--- config.mk ---
export PLATFORM = sky130hd
export DESIGN_NAME = control_sequencer
export DESIGN_NICKNAME = d
export VERILOG_FILES = /design/src/rtl/cpu_pkg.sv /design/src/rtl/opcode_class_decode.sv /design/src/rtl/control_sequencer.sv
export SDC_FILE = /design/constraint.sdc
export NUM_CORES = 1
export LEC_CHECK = 0
export ABC_CLOCK_PERIOD_IN_PS = 3900
export BUFFER_PORTS_ARGS = -buffer_cell sky130_fd_sc_hd__buf_2
export CAP_MARGIN = 30
export CELL_PAD_IN_SITES_DETAIL_PLACEMENT = 1
export CELL_PAD_IN_SITES_GLOBAL_PLACEMENT = 1
export CORE_UTILIZATION = 34
export DETAILED_ROUTE_END_ITERATION = 12
export GPL_ROUTABILITY_DRIVEN = 0
export PLACE_DENSITY = 0.94
export SYNTH_ARGS = -nofsm -noshare
export SYNTH_HDL_FRONTEND = slang
export SYNTH_SLANG_ARGS = --single-unit
export TNS_END_PERCENT = 10
--- constraint.sdc ---
create_clock -name Clock -period 3.9 [get_ports Clock]
set_clock_uncertainty 0.1 [all_clocks]
set_input_delay 1.17 -clock Clock [delete_from_list [all_inputs] [get_ports Clock]]
set_output_delay 1.17 -clock Clock [all_outputs]
set_load 0.05 [all_outputs]
--- src/rtl/cpu_pkg.sv ---
// Shared definitions for the hardwired control unit.
// Holds the opcode and ALU-select constants, the FSM state encoding, the
// opcode class enum, and the packed strobe bundle that the sequencer registers.
package cpu_pkg;

  localparam int OPW = 5;  // opcode / ALU-select width, IR[31:27]
  localparam int STW = 5;  // state register width

  localparam logic [OPW-1:0] OPC_LD   = 5'b00000;
  localparam logic [OPW-1:0] OPC_ST   = 5'b00010;
  localparam logic [OPW-1:0] OPC_ADD  = 5'b00011;
  localparam logic [OPW-1:0] OPC_SUB  = 5'b00100;
  localparam logic [OPW-1:0] OPC_AND  = 5'b00101;
  localparam logic [OPW-1:0] OPC_OR   = 5'b00110;
  localparam logic [OPW-1:0] OPC_ADDI = 5'b01100;
  localparam logic [OPW-1:0] OPC_ANDI = 5'b01101;
  localparam logic [OPW-1:0] OPC_ORI  = 5'b01110;
  localparam logic [OPW-1:0] OPC_NOP  = 5'b11010;
  localparam logic [OPW-1:0] OPC_HALT = 5'b11011;

  localparam logic [OPW-1:0] ALU_NONE = 5'b00000;
  localparam logic [OPW-1:0] ALU_ADD  = 5'b00011;
  localparam logic [OPW-1:0] ALU_SUB  = 5'b00100;
  localparam logic [OPW-1:0] ALU_AND  = 5'b00101;
  localparam logic [OPW-1:0] ALU_OR   = 5'b00110;

  typedef enum logic [STW-1:0] {
    ST_RST, ST_F0, ST_F1, ST_F2, ST_D,
    ST_E3, ST_E4, ST_E5, ST_E6, ST_E7, ST_HALT
  } state_e;

  typedef enum logic [2:0] {
    CLS_NOP, CLS_ALU_R, CLS_ALU_I, CLS_LD, CLS_ST, CLS_HALT
  } opclass_e;

  // Strobes the sequencer actually drives; reserved outputs are tied off in the top.
  typedef struct packed {
    logic           ir_in;
    logic           zhigh_in;
    logic           zlow_in;
    logic           mar_in;
    logic           mdr_in;
    logic           y_in;
    logic           pc_out;
    logic           zlow_out;
    logic           mdr_out;
    logic           c_out;
    logic           gra;
    logic           grb;
    logic           grc;
    logic           r_in;
    logic           r_out;
    logic           ba_out;
    logic           read;
    logic           write;
    logic           inc_pc;
    logic           run;
    logic [OPW-1:0] op;
  } ctrl_t;

endpackage

--- src/rtl/opcode_class_decode.sv ---
// Combinational opcode classifier.
// opcode  : IR[31:27]
// cls     : instruction class; undefined opcodes classify as CLS_NOP
// alu_sel : ALU select used in E4 (ld/st use add for address generation)
module opcode_class_decode
  import cpu_pkg::*;
(
  input  logic [OPW-1:0] opcode,
  output opclass_e       cls,
  output logic [OPW-1:0] alu_sel
);

  always_comb begin
    cls     = CLS_NOP;
    alu_sel = ALU_NONE;
    case (opcode)
      OPC_ADD, OPC_SUB, OPC_AND, OPC_OR: begin
        cls     = CLS_ALU_R;
        alu_sel = opcode;  // register ops share their opcode with the ALU select
      end
      OPC_ADDI: begin cls = CLS_ALU_I; alu_sel = ALU_ADD; end
      OPC_ANDI: begin cls = CLS_ALU_I; alu_sel = ALU_AND; end
      OPC_ORI:  begin cls = CLS_ALU_I; alu_sel = ALU_OR;  end
      OPC_LD:   begin cls = CLS_LD;    alu_sel = ALU_ADD; end
      OPC_ST:   begin cls = CLS_ST;    alu_sel = ALU_ADD; end
      OPC_HALT: cls = CLS_HALT;
      default:  cls = CLS_NOP;
    endcase
  end

endmodule

--- src/rtl/control_sequencer.sv ---
// Hardwired Moore control unit sitting directly upstream of the datapath.
// Sequences fetch (F0..F2), one decode cycle (D) and the execute states
// (E3..E7) for ALU reg/imm, ld, st, nop and halt.
// Inputs : Clock, Clear (sync active-high), IR, CON_FF (reserved), Stop
// Outputs: register load enables, bus drive enables, register select and
//          memory control strobes, OP (ALU select), Run.
// Strobes are computed from the next state and registered, so every output
// is a pure function of the current state (OP additionally carries the
// decoded ALU select, which is stable while the instruction executes).
module control_sequencer
  import cpu_pkg::*;
(
  input  logic        Clock,
  input  logic        Clear,
  input  logic [31:0] IR,
  input  logic        CON_FF,
  input  logic        Stop,
  output logic        PCin, IRin, HIin, LOin, ZHighin, ZLowin, MARin, MDRin, OutPort, Yin,
  output logic        PCout, HIout, LOout, ZHighout, ZLowout, InPort, MDRout, Cout,
  output logic        Gra, Grb, Grc, Rin, Rout, BAout, Read, Write, IncPC, CON_In, GLR,
  output logic [4:0]  OP,
  output logic        Run
);

  state_e         state_q, state_d;
  ctrl_t          ctrl_q, ctrl_d;
  opclass_e       cls;
  logic [OPW-1:0] alu_sel;
  logic           is_mem;

  // CON_FF and the operand fields are consumed by the datapath / later revisions.
  logic unused_inputs;
  assign unused_inputs = ^{CON_FF, IR[26:0]};

  opcode_class_decode u_dec (
    .opcode  (IR[31:27]),
    .cls     (cls),
    .alu_sel (alu_sel)
  );

  assign is_mem = (cls == CLS_LD) || (cls == CLS_ST);

  // Next state. Stop only matters on the edge leaving an instruction's last state.
  always_comb begin
    state_d = state_q;
    case (state_q)
      ST_RST: state_d = ST_F0;
      ST_F0:  state_d = ST_F1;
      ST_F1:  state_d = ST_F2;
      ST_F2:  state_d = ST_D;
      ST_D: begin
        case (cls)
          CLS_ALU_R, CLS_ALU_I, CLS_LD, CLS_ST: state_d = ST_E3;
          CLS_HALT: state_d = ST_HALT;
          default:  state_d = Stop ? ST_HALT : ST_F0;
        endcase
      end
      ST_E3:   state_d = ST_E4;
      ST_E4:   state_d = ST_E5;
      ST_E5:   state_d = is_mem ? ST_E6 : (Stop ? ST_HALT : ST_F0);
      ST_E6:   state_d = ST_E7;
      ST_E7:   state_d = Stop ? ST_HALT : ST_F0;
      ST_HALT: state_d = ST_HALT;
      default: state_d = ST_RST;
    endcase
  end

  // Strobes for the state being entered.
  always_comb begin
    ctrl_d     = '0;
    ctrl_d.run = (state_d != ST_HALT);
    case (state_d)
      ST_F0: begin ctrl_d.pc_out = 1'b1; ctrl_d.mar_in = 1'b1; ctrl_d.inc_pc = 1'b1; end
      ST_F1: begin ctrl_d.read = 1'b1; ctrl_d.mdr_in = 1'b1; end
      ST_F2: begin ctrl_d.mdr_out = 1'b1; ctrl_d.ir_in = 1'b1; end
      ST_E3: begin
        ctrl_d.grb    = 1'b1;
        ctrl_d.y_in   = 1'b1;
        ctrl_d.ba_out = is_mem;
        ctrl_d.r_out  = !is_mem;
      end
      ST_E4: begin
        ctrl_d.op       = alu_sel;
        ctrl_d.zlow_in  = 1'b1;
        ctrl_d.zhigh_in = !is_mem;  // address generation only needs the low half
        ctrl_d.c_out    = (cls != CLS_ALU_R);
        ctrl_d.grc      = (cls == CLS_ALU_R);
        ctrl_d.r_out    = (cls == CLS_ALU_R);
      end
      ST_E5: begin
        ctrl_d.zlow_out = 1'b1;
        ctrl_d.mar_in   = is_mem;
        ctrl_d.gra      = !is_mem;
        ctrl_d.r_in     = !is_mem;
      end
      ST_E6: begin
        ctrl_d.mdr_in = 1'b1;
        // st loads MDR from the bus (Read low); ld loads it from memory
        ctrl_d.read   = (cls == CLS_LD);
        ctrl_d.gra    = (cls == CLS_ST);
        ctrl_d.r_out  = (cls == CLS_ST);
      end
      ST_E7: begin
        ctrl_d.write   = (cls == CLS_ST);
        ctrl_d.mdr_out = (cls == CLS_LD);
        ctrl_d.gra     = (cls == CLS_LD);
        ctrl_d.r_in    = (cls == CLS_LD);
      end
      default: ;
    endcase
  end

  always_ff @(posedge Clock) begin
    if (Clear) begin
      state_q    <= ST_RST;
      ctrl_q     <= '0;
      ctrl_q.run <= 1'b1;
    end else begin
      state_q <= state_d;
      ctrl_q  <= ctrl_d;
    end
  end

  assign IRin     = ctrl_q.ir_in;
  assign ZHighin  = ctrl_q.zhigh_in;
  assign ZLowin   = ctrl_q.zlow_in;
  assign MARin    = ctrl_q.mar_in;
  assign MDRin    = ctrl_q.mdr_in;
  assign Yin      = ctrl_q.y_in;
  assign PCout    = ctrl_q.pc_out;
  assign ZLowout  = ctrl_q.zlow_out;
  assign MDRout   = ctrl_q.mdr_out;
  assign Cout     = ctrl_q.c_out;
  assign Gra      = ctrl_q.gra;
  assign Grb      = ctrl_q.grb;
  assign Grc      = ctrl_q.grc;
  assign Rin      = ctrl_q.r_in;
  assign Rout     = ctrl_q.r_out;
  assign BAout    = ctrl_q.ba_out;
  assign Read     = ctrl_q.read;
  assign Write    = ctrl_q.write;
  assign IncPC    = ctrl_q.inc_pc;
  assign Run      = ctrl_q.run;
  assign OP       = ctrl_q.op;

  // Reserved for later revisions
  assign PCin     = 1'b0;
  assign HIin     = 1'b0;
  assign LOin     = 1'b0;
  assign OutPort  = 1'b0;
  assign HIout    = 1'b0;
  assign LOout    = 1'b0;
  assign ZHighout = 1'b0;
  assign InPort   = 1'b0;
  assign CON_In   = 1'b0;
  assign GLR      = 1'b0;

endmodule

* Word level (Yosys, flattened, before mapping) *
Index checks and enable logic that the tools add are counted.

operators by class
  equal/unequal tests = 34
  reduce and logical (&&, ||, !) cells = 12
  mux-type cells = 18
  bitwise logic cells = 3

operators by type and width
  kind                                                                    number
  5-bit case mux with 11 select lines                                     1
  5-bit by 3-bit equality test with 1-bit output (second input constant)  10
  5-bit by 4-bit equality test with 1-bit output (second input constant)  8
  5-bit by 2-bit equality test with 1-bit output (second input constant)  6
  5-bit case mux with 4 select lines                                      1
  3-bit case mux with 5 select lines                                      1
  5-bit by 1-bit equality test with 1-bit output (second input constant)  2
  5-bit logical NOT                                                       2
  1-bit case mux with 2 select lines                                      4
  4-bit case mux with 2 select lines                                      1
  2-bit OR reduction                                                      4
  4-bit OR reduction                                                      2
  3-bit by 2-bit equality test with 1-bit output (second input constant)  2
  3-bit equality test (second input constant)                             2
  1-bit two-way mux                                                       6
  1-bit case mux with 3 select lines                                      2
  3-bit OR reduction                                                      2
  5-bit equality test (second input constant)                             1
  5-bit two-way mux                                                       1
  5-bit by 4-bit != test with 1-bit output (second input constant)        1
  4-bit two-way mux                                                       1
  3-bit by 1-bit equality test with 1-bit output (second input constant)  1
  3-bit by 1-bit != test with 1-bit output (second input constant)        1
  1-bit NOT                                                               3
  other kinds (2)                                                         2

word-level totals
  logic and storage cells = 87
  input bits = 36
  register bits = 28
  output and inout bits = 35

* Depth between registers and ports, before layout *
Gate-level depths: netlist of run 1.

  word-level depth = 10
  mapped depth = 6
  gate-level depth less buffers = 5

* Cells and area by module *
From an unflattened synthesis of run 1, not the netlist that was laid out.

unflattened totals
  cell total of the unflattened synthesis = 159
  area total of the unflattened synthesis = 1441.4 um2

modules (own cells, without submodules)
  module               area an instance (um2)  times used  seq. area each (um2)  cells an instance
  control_sequencer    1224.9                  1           540.5                 130
  opcode_class_decode  216.5                   1           0.0                   29

* Worst setup path before layout of run 1 *
OpenSTA, ideal clock, no wires.

  kind = input -> register
  start point = input port IR[27]
  end point = register ctrl_q, in the netlist Run
  arrival time = 2.317 ns
  data required time = 3.680 ns
  path slack = 1.364 ns
  path buffers = 1
  setup time = 0.120 ns
  stages on the path = 6
  cell sequence = buf_6 nor4_4 nor2_1 o2bb2ai_2 o21ai_2 a211o_1

on the way
  longest elaborated chain between the ends = 8
  elaborated cells on any way between the ends = 24
  classes of those cells = eq/ne (15); mux (4); reduce/logical (5)

RTL lines
  item                                                                            line                                              source
  from (decl)                                                                     control_sequencer.sv:15                           input logic [31:0] IR,
  5-bit by 2-bit equality test with 1-bit output, or another cell as far along    opcode_class_decode.sv:16                         case (opcode)
  4-bit OR reduction / 3-bit OR reduction (equally long branches)                 n/a
  3-bit case mux with 5 select lines (*)                                          opcode_class_decode.sv:16
  3-bit by 2-bit equality test with 1-bit output, or another cell as far along    control_sequencer.sv:41, control_sequencer.sv:52
  4-bit OR reduction / 1-bit logical OR (equally long branches)                   control_sequencer.sv:52, control_sequencer.sv:41
  4-bit case mux with 2 select lines / 5-bit two-way mux (equally long branches)  control_sequencer.sv:52, control_sequencer.sv:60
  5-bit case mux with 11 select lines (*)                                         control_sequencer.sv:46                           case (state_q)
  5-bit by 4-bit != test with 1-bit output (*)                                    control_sequencer.sv:71                           ctrl_d.run = (state_d != ST_HALT);
  to (signal assigned)                                                            control_sequencer.sv:120                          ctrl_q <= ctrl_d;
  to (decl)                                                                       control_sequencer.sv:26                           ctrl_t ctrl_q, ctrl_d;

Every way passes the cells marked *; elsewhere a longest branch is shown, timed or not.
A chain may end at the register's enable or synchronous reset.

* Worst setup path after layout of run 1 *
  start point = input port IR[29]
  end point = register ctrl_q, in the netlist Rout

on the way
  longest elaborated chain between the ends = 9
  elaborated cells on any way between the ends = 28
  classes of those cells = eq/ne (17); mux (5); reduce/logical (6)

RTL lines
  item                                                                                                                     line                                              source
  5-bit by 2-bit equality test with 1-bit output, or another cell as far along                                             opcode_class_decode.sv:16
  4-bit OR reduction / 3-bit OR reduction (equally long branches)                                                          n/a
  3-bit case mux with 5 select lines (*)                                                                                   opcode_class_decode.sv:16
  3-bit by 2-bit equality test with 1-bit output, or another cell as far along                                             control_sequencer.sv:41, control_sequencer.sv:52
  4-bit OR reduction / 1-bit logical OR (equally long branches)                                                            control_sequencer.sv:52, control_sequencer.sv:41
  4-bit case mux with 2 select lines / 5-bit two-way mux (equally long branches)                                           control_sequencer.sv:52, control_sequencer.sv:60
  5-bit case mux with 11 select lines                                                                                      control_sequencer.sv:46
  5-bit by 4-bit equality test with 1-bit output / 5-bit by 3-bit equality test with 1-bit output (equally long branches)  control_sequencer.sv:72                           case (state_d)
  1-bit case mux with 3 select lines (*)                                                                                   control_sequencer.sv:72

Marked as above.

==> results of run 1 <==
==> metal layers <==
metal | vias up | GRT usage, % | part of all wire (%)
met5 | - | 0 | 0
met4 | 0 | 7.50 | 2.2
met2 | 40 | 27.1 | 48
met3 | 7 | 3.17 | 6.3
li1 | 538 | - | -
met1 | 529 | 17.3 | 43
==> critical path, cell delays in order <==
cell and delay [ns]:
buf_2 0.18, nor4_4 0.58, nor2_1 0.12, o2bb2ai_2 0.24, o21ai_2 0.12, o31ai_2 0.28
==> cell usage in the layout (no fill, tap or decap), types with 2 or more instances in the layout <==
cell	instances
buf_2	32
dfxtp_1	27
conb_1	12
nor2_1	12
nand2b_1	7
inv_1	6
nand2_1	6
nor3_1	6
nor2b_1	5
and2_1	5
nand3_1	4
o21ai_0	3
clkbuf_8	3
and3b_1	2
o221ai_1	2
a21boi_0	2
o32a_1	2
xor2_1	2
a21oi_1	2
nor3b_1	2
o21ai_1	2
a211o_1	2
a2111oi_0	2
==> kinds of logic after synthesis <==
kind of cell,after synthesis,share of synthesized area (%)
xor gates and xnor gates,2,1.30
DFF,27,40.3
AOI/OAI and AO/OA,31,19.2
other,1,0.279
muxes,1,0.746
and+or+nand+nor,58,25.6
buffers and inverters,28,12.6
==> per-stage QoR <==
stage               instances  utilization, %  worst slack, ns  instance area, um2  power, mW
floorplan                 159               -             1.36                1380      0.490
global placement          217            39.2             1.05                1460      0.508
detailed placement        217            39.2             1.02                1460      0.514
CTS                       221            40.5             1.29                1510      0.675
global route              221            40.5             1.21                1510      0.699
finish                    221            40.5             1.29                1510      0.670
==> worst min-delay path by stage <==
stage	from	cells after the start	slack, ns	to
2_1_floorplan	state_q[2]	2	0.41	ZLowout
3_3_place_gp	state_q[3]	1	0.54	state_q[2]
3_5_place_dp	state_q[1]	2	0.55	IRin
4_1_cts	state_q[1]	2	0.58	IRin
5_1_grt	state_q[1]	2	0.63	IRin
6_report	state_q[1]	2	0.58	IRin
==> area by class of cell <==
type | instances | area [um2] | share of cell area, %
multi-input cells | 104 | 674 | 44.8
flip-flops and latches | 27 | 541 | 35.9
repair buffers | 32 | 160 | 10.6
well taps | 48 | 60.1 | 3.99
clock buffers | 3 | 41.3 | 2.74
inverters | 6 | 22.5 | 1.50
clock inverters | 1 | 7.51 | 0.498
==> power groups by stage <==
stage	logic [mW]	clock network [mW]	registers, mW
2_1_floorplan	0.136	0	0.354
3_5_place_dp	0.191	0	0.323
5_1_grt	0.204	0.175	0.321
3_3_place_gp	0.186	0	0.322
6_report	0.191	0.162	0.317
4_1_cts	0.192	0.166	0.317
==> out/metrics.csv, run 1 <==
stage,metric,value,unit
grt,largest net degree at the start of global routing,17,
route,wire length per cell,13.8,um
sta,fin crit period,2.61,ns
sta,final hold slack,0.578,ns
synth,Syn Inst Count,148,
synth,most common cell in the netlist,dfxtp_1,
critical_path,Critical Path RT,3.99,ns
route,Routed Antenna Nets,0,
pwr,Psw,0.250,mW
sta,RSZ-0062 raised after global routing,false,
route,DRC errors left,0,
grt,vias in the first global route,1033,
critical_path,Worst Path Arrival,2.70,ns
route,vias per inst,5.04,
min_path,Worst Hold Class,reg2reg,
sta,"Hold Vio Cnt, Final",0,
synth,syn avg cell area,9.07,um2
floorplanning,die width,64.8,um
cts,Post-CTS Setup Repair Bufs,0,
finish,Area Overhead vs Synth,12.2,%
cts,clk buf depth,2,
grt,first-pass GRT wire length,4870,um
pwr,switching share of power,37.3,%
critical_path,critical path peak fanout,13,
finish,layout cells sized above 1,26.6,%
finish,Diodes inserted,0,
pwr,LEAKAGE,0.663,nW
critical_path,Worst R2R Path Depth,5,
route,WL final,3060,um
synth,biggest area consumer among synthesized cells,dfxtp_1,
finish,max FFs per register,5,
sta,worst slew pin tran,0.587,ns
finish,FILL cells,462,
cts,clk sink count,27,
job,max-cap viol count,0,
synth,"top cells by count, synth","27 x dfxtp_1, 13 x buf_4, 12 x nor2_1",
grt,initial antenna violation count,0,
route,DRT iter0 DRCs,41,
sta,# setup viols final,0,
route,DR pass1 iterations,4,
sta,final slew viol count,0,
critical_path,CP Capture Type,flop,
finish,Layout Nets,210,
sta,post-route clock period utilization,67.0,%
synth,sequential cell area fraction in the yosys report,40.3,%
pwr,Int Pwr,0.421,mW
cts,clk slew on worst S/H paths,0.10,ns
synth,number of synthesized register bits,27,
sta,Achievable Freq,383,MHz
synth,"EDFF count, synth",0,
sta,Max-slew headroom,60.6,%
floorplanning,die span in y,64.8,um
cts,htree depth,1,
critical_path,critical path launch point type,input pin,
pwr,power share of the sequential group,47.3,%
synth,yosys warns,0,
pwr,Clock power frac,24.2,%
pwr,VDD IR max,0.000153,V
synth,top post-synthesis cells by area,"dfxtp_1 40%, buf_4 7.3%, nor2_1 3.4%, nand2b_1 3.3%, and2_1 2.3%",
synth,async set or reset register ratio after synthesis,0,%
pwr,Power Density,445,mW/mm2
floorplanning,IO Count,71,
critical_path,Reg2Reg Launch Point,state_q[2],
route,via count,1114,
synth,"Distinct cells, synth",49,
grt,grt ovf,0,
cts,Root Buffer,clkbuf_8,
floorplanning,core area,0.00372,mm2
critical_path,critical path launch point,IR[29],
synth,area of the mapped netlist,0.00134,mm2
sta,Final TNS setup,0,ns
cts,CTS buffer count,3,
synth,Synth Flop Type,dfxtp_1,
placement,Detail Placement HPWL,2320,um
synth,top-area cell type share of the netlist area,40.3,%
placement,count of input and output buffers,32,
critical_path,worst setup path category,in2reg,
cts,Worst-Skew Late Latency,0.28,ns
floorplanning,Die ar.,0.00420,mm2
run_status,status,"finished, final reports clean",
cts,Post-CTS Resized,0,
grt,GRT Overall Usage,15.4,%
critical_path,reg2reg end,Rout,
pwr,Comb power frac,28.5,%
cts,CTS tree,yes,
critical_path,Reg2Reg Setup Slack,1.92,ns
critical_path,crit path capture,Rout,
floorplanning,row count,22,
floorplanning,Initial Util,36.1,%
cts,hold buffer count at cts,0,
No activity file was read; power rests on OpenSTA's default activity.
==> run 2: changes to the inputs <==
--- a/config.mk
+++ b/config.mk
@@ -5,15 +5,15 @@
 export SDC_FILE = /design/constraint.sdc
 export NUM_CORES = 1
 export LEC_CHECK = 0
-export ABC_CLOCK_PERIOD_IN_PS = 3900
+export ABC_CLOCK_PERIOD_IN_PS = 2140
 export BUFFER_PORTS_ARGS = -buffer_cell sky130_fd_sc_hd__buf_2
 export CAP_MARGIN = 30
 export CELL_PAD_IN_SITES_DETAIL_PLACEMENT = 1
 export CELL_PAD_IN_SITES_GLOBAL_PLACEMENT = 1
-export CORE_UTILIZATION = 34
+export CORE_UTILIZATION = 28
 export DETAILED_ROUTE_END_ITERATION = 12
 export GPL_ROUTABILITY_DRIVEN = 0
-export PLACE_DENSITY = 0.94
+export PLACE_DENSITY = 0.84
 export SYNTH_ARGS = -nofsm -noshare
 export SYNTH_HDL_FRONTEND = slang
 export SYNTH_SLANG_ARGS = --single-unit
==> constraint.sdc (replaced) <==
create_clock -name Clock -period 2.14 [get_ports Clock]
set_clock_uncertainty 0.1 [all_clocks]
set_input_delay 0.642 -clock Clock [delete_from_list [all_inputs] [get_ports Clock]]
set_output_delay 0.642 -clock Clock [all_outputs]
set_load 0.05 [all_outputs]
==> out/metrics.csv, run 2 (synthesis gave the netlist of run 1 again) <==
stage,metric,value,unit
run_status,status,"complete, but fails checks",
run_status,failing checks,design-rule violations,
sta,"Hold Vio Cnt, Final",0,
route,DRC errors left,2,
sta,final slew viol count,0,
finish,Layout Nets,223,
route,WL final,3050,um
critical_path,Reg2Reg Launch Point,state_q[1],
sta,Final TNS setup,0,ns
cts,Root Buffer,clkbuf_8,
min_path,Worst Hold Class,reg2reg,
critical_path,cell family with most CP delay,compound AO/OA/AOI/OAI gates,
pwr,Comb power frac,31.1,%
job,max-cap viol count,0,
grt,first-pass GRT wire length,5200,um
cts,clk buf depth,2,
min_path,min-delay src,state_q[2],
finish,post-layout util,35.9,%
placement,DP Worst Slack,-0.0640,ns
min_path,Hold Path Sink,ZLowout,
critical_path,CP max stage delay,0.56,ns
finish,Area Overhead vs Synth,19.7,%
grt,routing usage on met3,1.83,%
pwr,VDD IR max,0.000309,V
grt,global routing usage on met2,21.6,%
finish,Diodes inserted,0,
critical_path,CP Capture Type,flop,
floorplanning,die width,71.2,um
floorplanning,core area,0.00447,mm2
cts,clk slew on worst S/H paths,0.09,ns
floorplanning,IO Count,71,
sta,RSZ-0062 raised after global routing,false,
finish,"commonest non-fill, non-tap cell in the layout",buf_2,
critical_path,Critical Path RT,2.26,ns
critical_path,Worst Path Arrival,2.08,ns
grt,GRT busiest layer,met2,
placement,count of input and output buffers,32,
route,DRT iter0 DRCs,45,
finish,layout cells sized above 1,31.7,%
sta,post-route clock period utilization,91.5,%
grt,M1 GR Usage,17.1,%
cts,hold buffer count at cts,0,
cts,CTS tree,yes,
critical_path,Worst R2R Path Depth,4,
critical_path,reg2reg end,MARin,
floorplanning,die span in y,71.2,um
cts,clk sink count,27,
grt,largest net degree at the start of global routing,16,
route,DR pass1 iterations,8,
finish,max FFs per register,5,
pwr,LEAKAGE,0.730,nW
sta,fin crit period,1.96,ns
cts,Post-CTS Setup Repair Bufs,0,
critical_path,crit path cell chain,nand2_1 > or2_1 > o311ai_1 > a22o_1,
critical_path,Buf/Inv on CP,0,
route,wire length per cell,12.8,um
critical_path,Worst path slowest cell,dfxtp_1,
pwr,Psw,0.461,mW
critical_path,critical path launch point type,flop,
pwr,Power Density,777,mW/mm2
sta,# setup viols final,0,
grt,vias in the first global route,1121,
pwr,power share of the sequential group,45.6,%
grt,initial antenna violation count,0,
sta,Max-slew headroom,56.3,%
pwr,Clock power frac,23.3,%
min_path,hold path cells,2,
critical_path,worst setup path category,reg2reg,
critical_path,critical path peak fanout,12,
cts,CTS buffer count,3,
grt,grt ovf,0,
floorplanning,row count,24,
route,via count,1145,
critical_path,Reg2Reg Setup Slack,0.18,ns
pwr,switching share of power,36.9,%
pwr,Int Pwr,0.788,mW
cts,Post-CTS Resized,0,
route,Routed Antenna Nets,0,
floorplanning,Die ar.,0.00508,mm2
sta,Achievable Freq,511,MHz
grt,GRT Overall Usage,12.9,%
cts,Worst-Skew Late Latency,0.27,ns
placement,Detail Placement HPWL,2330,um
route,vias per inst,4.81,
floorplanning,Initial Util,30.0,%
sta,worst setup margin,0.181,ns
sta,worst slew pin tran,0.645,ns
placement,DP Area,0.00156,mm2
finish,most frequent cells in the layout,"32 x buf_2, 27 x dfxtp_1, 13 x buf_4, 12 x conb_1, 12 x nor2_1",
finish,final instance area,0.00161,mm2
cts,htree depth,1,
run 2: cell count changes in the layout (fill, tap and decap cells not counted), sizes merged:
cell	before	now
buf	32	45
clkinv	0	1
clkinvlp	1	0
run 2: worst reg2reg max path, stage by stage, from the launching register on:
cell and delay [ns]:
dfxtp_1 0.56, nand2_1 0.16, or2_1 0.28, o311ai_1 0.56, a22o_1 0.25
run 2: how the worst max path moves through the flow:
stage	startpoint	end	slack [ns]	cells after the start
after detailed placement	IR[29]	Read	-0.06	6
after floorplan	IR[27]	Run	0.13	6
final	state_q[1]	MARin	0.18	4
after CTS	IR[29]	Read	0.23	6
after global placement	IR[29]	Rout	-0.02	6
after global routing	state_q[1]	MARin	0.08	4
run 2: layout make-up:
class | count | area [um2]
clock buffers | 3 | 41.3
clock inverters | 1 | 5.00
fillers | 563 | 2870
inverters | 6 | 22.5
multi-input cells | 104 | 674
flip-flops and latches | 27 | 541
well taps | 52 | 65.1
repair buffers | 45 | 258
run 2: per-layer routing:
metal / vias to the layer above / share of wire [%] / wire, um
met2: 54 / 45 / 1380
li1: 565 / - / -
met5: - / 0 / 0
met4: 0 / 2.2 / 66
met1: 518 / 47 / 1440
met3: 8 / 5.6 / 172
run 2: per-stage QoR:
stage	hold slack (ns)	power, mW	std cells
2_1_floorplan	0.408	0.892	159
3_3_place_gp	0.445	0.955	234
5_1_grt	0.484	1.30	238
4_1_cts	0.468	1.26	238
6_report	0.460	1.25	238
3_5_place_dp	0.457	0.964	234
run 2: power by group through the flow:
stage                     Clock (mW)  Sequential (mW)  Combinational (mW)
after detailed placement           0            0.578               0.386
after CTS                      0.300            0.568               0.387
final                          0.291            0.569               0.388
after floorplan                    0            0.645               0.247
after global routing           0.314            0.572               0.415
after global placement             0            0.576               0.378
==> run 3: changes to the inputs <==
--- a/config.mk
+++ b/config.mk
@@ -5,15 +5,15 @@
 export SDC_FILE = /design/constraint.sdc
 export NUM_CORES = 1
 export LEC_CHECK = 0
-export ABC_CLOCK_PERIOD_IN_PS = 2140
+export ABC_CLOCK_PERIOD_IN_PS = 1900
 export BUFFER_PORTS_ARGS = -buffer_cell sky130_fd_sc_hd__buf_2
 export CAP_MARGIN = 30
 export CELL_PAD_IN_SITES_DETAIL_PLACEMENT = 1
 export CELL_PAD_IN_SITES_GLOBAL_PLACEMENT = 1
-export CORE_UTILIZATION = 28
+export CORE_UTILIZATION = 31
 export DETAILED_ROUTE_END_ITERATION = 12
 export GPL_ROUTABILITY_DRIVEN = 0
-export PLACE_DENSITY = 0.84
+export PLACE_DENSITY = 0.88
 export SYNTH_ARGS = -nofsm -noshare
 export SYNTH_HDL_FRONTEND = slang
 export SYNTH_SLANG_ARGS = --single-unit
==> constraint.sdc (replaced) <==
create_clock -name Clock -period 1.9 [get_ports Clock]
set_clock_uncertainty 0.1 [all_clocks]
set_input_delay 0.57 -clock Clock [delete_from_list [all_inputs] [get_ports Clock]]
set_output_delay 0.57 -clock Clock [all_outputs]
set_load 0.05 [all_outputs]
==> out/metrics.csv, run 3 (synthesis gave the netlist of run 1 again) <==
stage,metric,value,unit
pwr,VDD IR max,0.000271,V
cts,CTS buffer count,3,
critical_path,worst setup path category,in2reg,
critical_path,CP Capture Type,flop,
finish,footprint of the multi-input gates,682,um2
grt,first-pass GRT wire length,5420,um
critical_path,Reg2Reg Setup Slack,0.13,ns
finish,"commonest non-fill, non-tap cell in the layout",buf_2,
sta,RSZ-0062 raised after global routing,false,
route,Routed Antenna Nets,0,
critical_path,critical path launch point type,input pin,
sta,Final TNS setup,0,ns
min_path,min-delay src,state_q[2],
pwr,Int Pwr,0.908,mW
sta,"Hold Vio Cnt, Final",0,
pwr,power share of the sequential group,44.4,%
placement,Detail Placement HPWL,2650,um
critical_path,reg2reg end,Run,
pwr,Tot Pwr,1.43,mW
grt,vias in the first global route,1187,
cts,Worst-Skew Late Latency,0.27,ns
sta,post-route clock period utilization,96.2,%
grt,GRT Overall Usage,15.8,%
finish,Reg area,541,um2
sta,final slew viol count,0,
cts,Root Buffer,clkbuf_8,
run_status,status,"finished, final reports clean",
pwr,Power Density,859,mW/mm2
sta,# setup viols final,0,
pwr,Comb power frac,32.7,%
cts,clk sink count,27,
route,DRT iter0 DRCs,33,
finish,FILL cells,511,
sta,fin crit period,1.83,ns
sta,worst setup margin,0.0726,ns
critical_path,cell family with most CP delay,simple AND/OR/NAND/NOR gates,
cts,htree depth,1,
min_path,Hold Path Sink,ZLowout,
grt,grt ovf,0,
critical_path,CP max stage delay,0.44,ns
critical_path,crit path cell chain,buf_2 > nor4_4 > nor3_1 > o22a_1 > nor4_2 > a22o_1,
finish,layout cells sized above 1,34.4,%
min_path,hold path cells,2,
pwr,Clock power frac,22.9,%
route,via count,1175,
floorplanning,Die ar.,0.00460,mm2
critical_path,Buf/Inv on CP,1,
route,vias per inst,4.86,
floorplanning,row count,23,
placement,count of input and output buffers,32,
finish,most frequent cells in the layout,"32 x buf_2, 27 x dfxtp_1, 18 x buf_4, 12 x conb_1, 12 x nor2_1",
finish,Layout Nets,229,
critical_path,Worst path slowest cell,nor4_4,
sta,Achievable Freq,547,MHz
placement,DP Worst Slack,-0.207,ns
route,DRC errors left,0,
cts,clk slew on worst S/H paths,0.09,ns
pwr,Psw,0.527,mW
cts,CTS tree,yes,
floorplanning,Initial Util,32.9,%
floorplanning,die width,67.8,um
floorplanning,die span in y,67.8,um
floorplanning,IO Count,71,
critical_path,Worst Path Arrival,1.95,ns
critical_path,Reg2Reg Launch Point,state_q[2],
route,DR pass1 iterations,4,
finish,Area Overhead vs Synth,24.3,%
grt,largest net degree at the start of global routing,16,
pwr,LEAKAGE,0.763,nW
cts,clk buf depth,2,
job,max-cap viol count,0,
min_path,Worst Hold Class,reg2reg,
finish,Diodes inserted,0,
critical_path,Worst R2R Path Depth,7,
route,wire length per cell,13.5,um
floorplanning,core area,0.00409,mm2
critical_path,critical path peak fanout,9,
pwr,switching share of power,36.7,%
finish,max FFs per register,5,
grt,initial antenna violation count,0,
cts,hold buffer count at cts,0,
critical_path,Critical Path RT,2.02,ns
route,WL final,3270,um
==> run 3: how the worst max path moves through the flow <==
stage / to / slack, ns / cells after the start / startpoint
after floorplan: Run / 0.003 / 6 / IR[30]
after global placement: MARin / -0.15 / 6 / IR[29]
after detailed placement: MARin / -0.21 / 6 / IR[29]
after CTS: MARin / 0.08 / 4 / state_q[1]
after global routing: MARin / 0.02 / 6 / IR[29]
final: MARin / 0.07 / 6 / IR[29]
==> run 3: through the flow <==
step	util, %	cell area, um2	hold WS [ns]	std cells
4_1_cts	40.7	1660	0.483	242
3_3_place_gp	39.5	1620	0.450	238
5_1_grt	40.8	1670	0.498	242
6_report	40.8	1670	0.484	242
2_1_floorplan	-	1380	0.408	159
3_5_place_dp	39.5	1620	0.467	238
==> run 3: worst register-to-register path, cell delays in order (launching register included) <==
cell and delay [ns]:
dfxtp_1 0.35, buf_4 0.18, and2_1 0.19, o21ai_0 0.20, o22a_1 0.22, buf_4 0.13
inv_1 0.03, a211o_1 0.27
==> run 3: cell type report <==
cell class | instances | area share [%]
sequential | 27 | 32.4
clock buffer | 3 | 2.47
inverter | 6 | 1.35
tap | 50 | 3.75
multi-input combinational | 104 | 40.9
clock inverter | 1 | 0.300
timing repair buffer | 51 | 18.9
==> run 3: metal layers <==
| metal | track usage (%) | part of all wire (%) | up-vias |
|---|---|---|---|
| met5 | 0 | 0 | - |
| met4 | 4.69 | 0.67 | 0 |
| met1 | 18.0 | 42 | 551 |
| met3 | 2.00 | 4.4 | 3 |
| li1 | - | - | 578 |
| met2 | 30.2 | 53 | 43 |
==> run 3: power by group through the flow <==
stage	sequential, mW	combinational [mW]	clock (mW)
2_1_floorplan	0.727	0.278	0
3_3_place_gp	0.645	0.450	0
3_5_place_dp	0.650	0.464	0
4_1_cts	0.637	0.466	0.340
5_1_grt	0.643	0.504	0.362
6_report	0.637	0.470	0.328
==> run 3: repair_timing <==
| action | 4_1_cts | 5_1_grt |
|---|---|---|
| setup endpoints to repair | 0 | 4 |
| setup buffers | 0 | 0 |
| gates resized for setup | 0 | 1 |
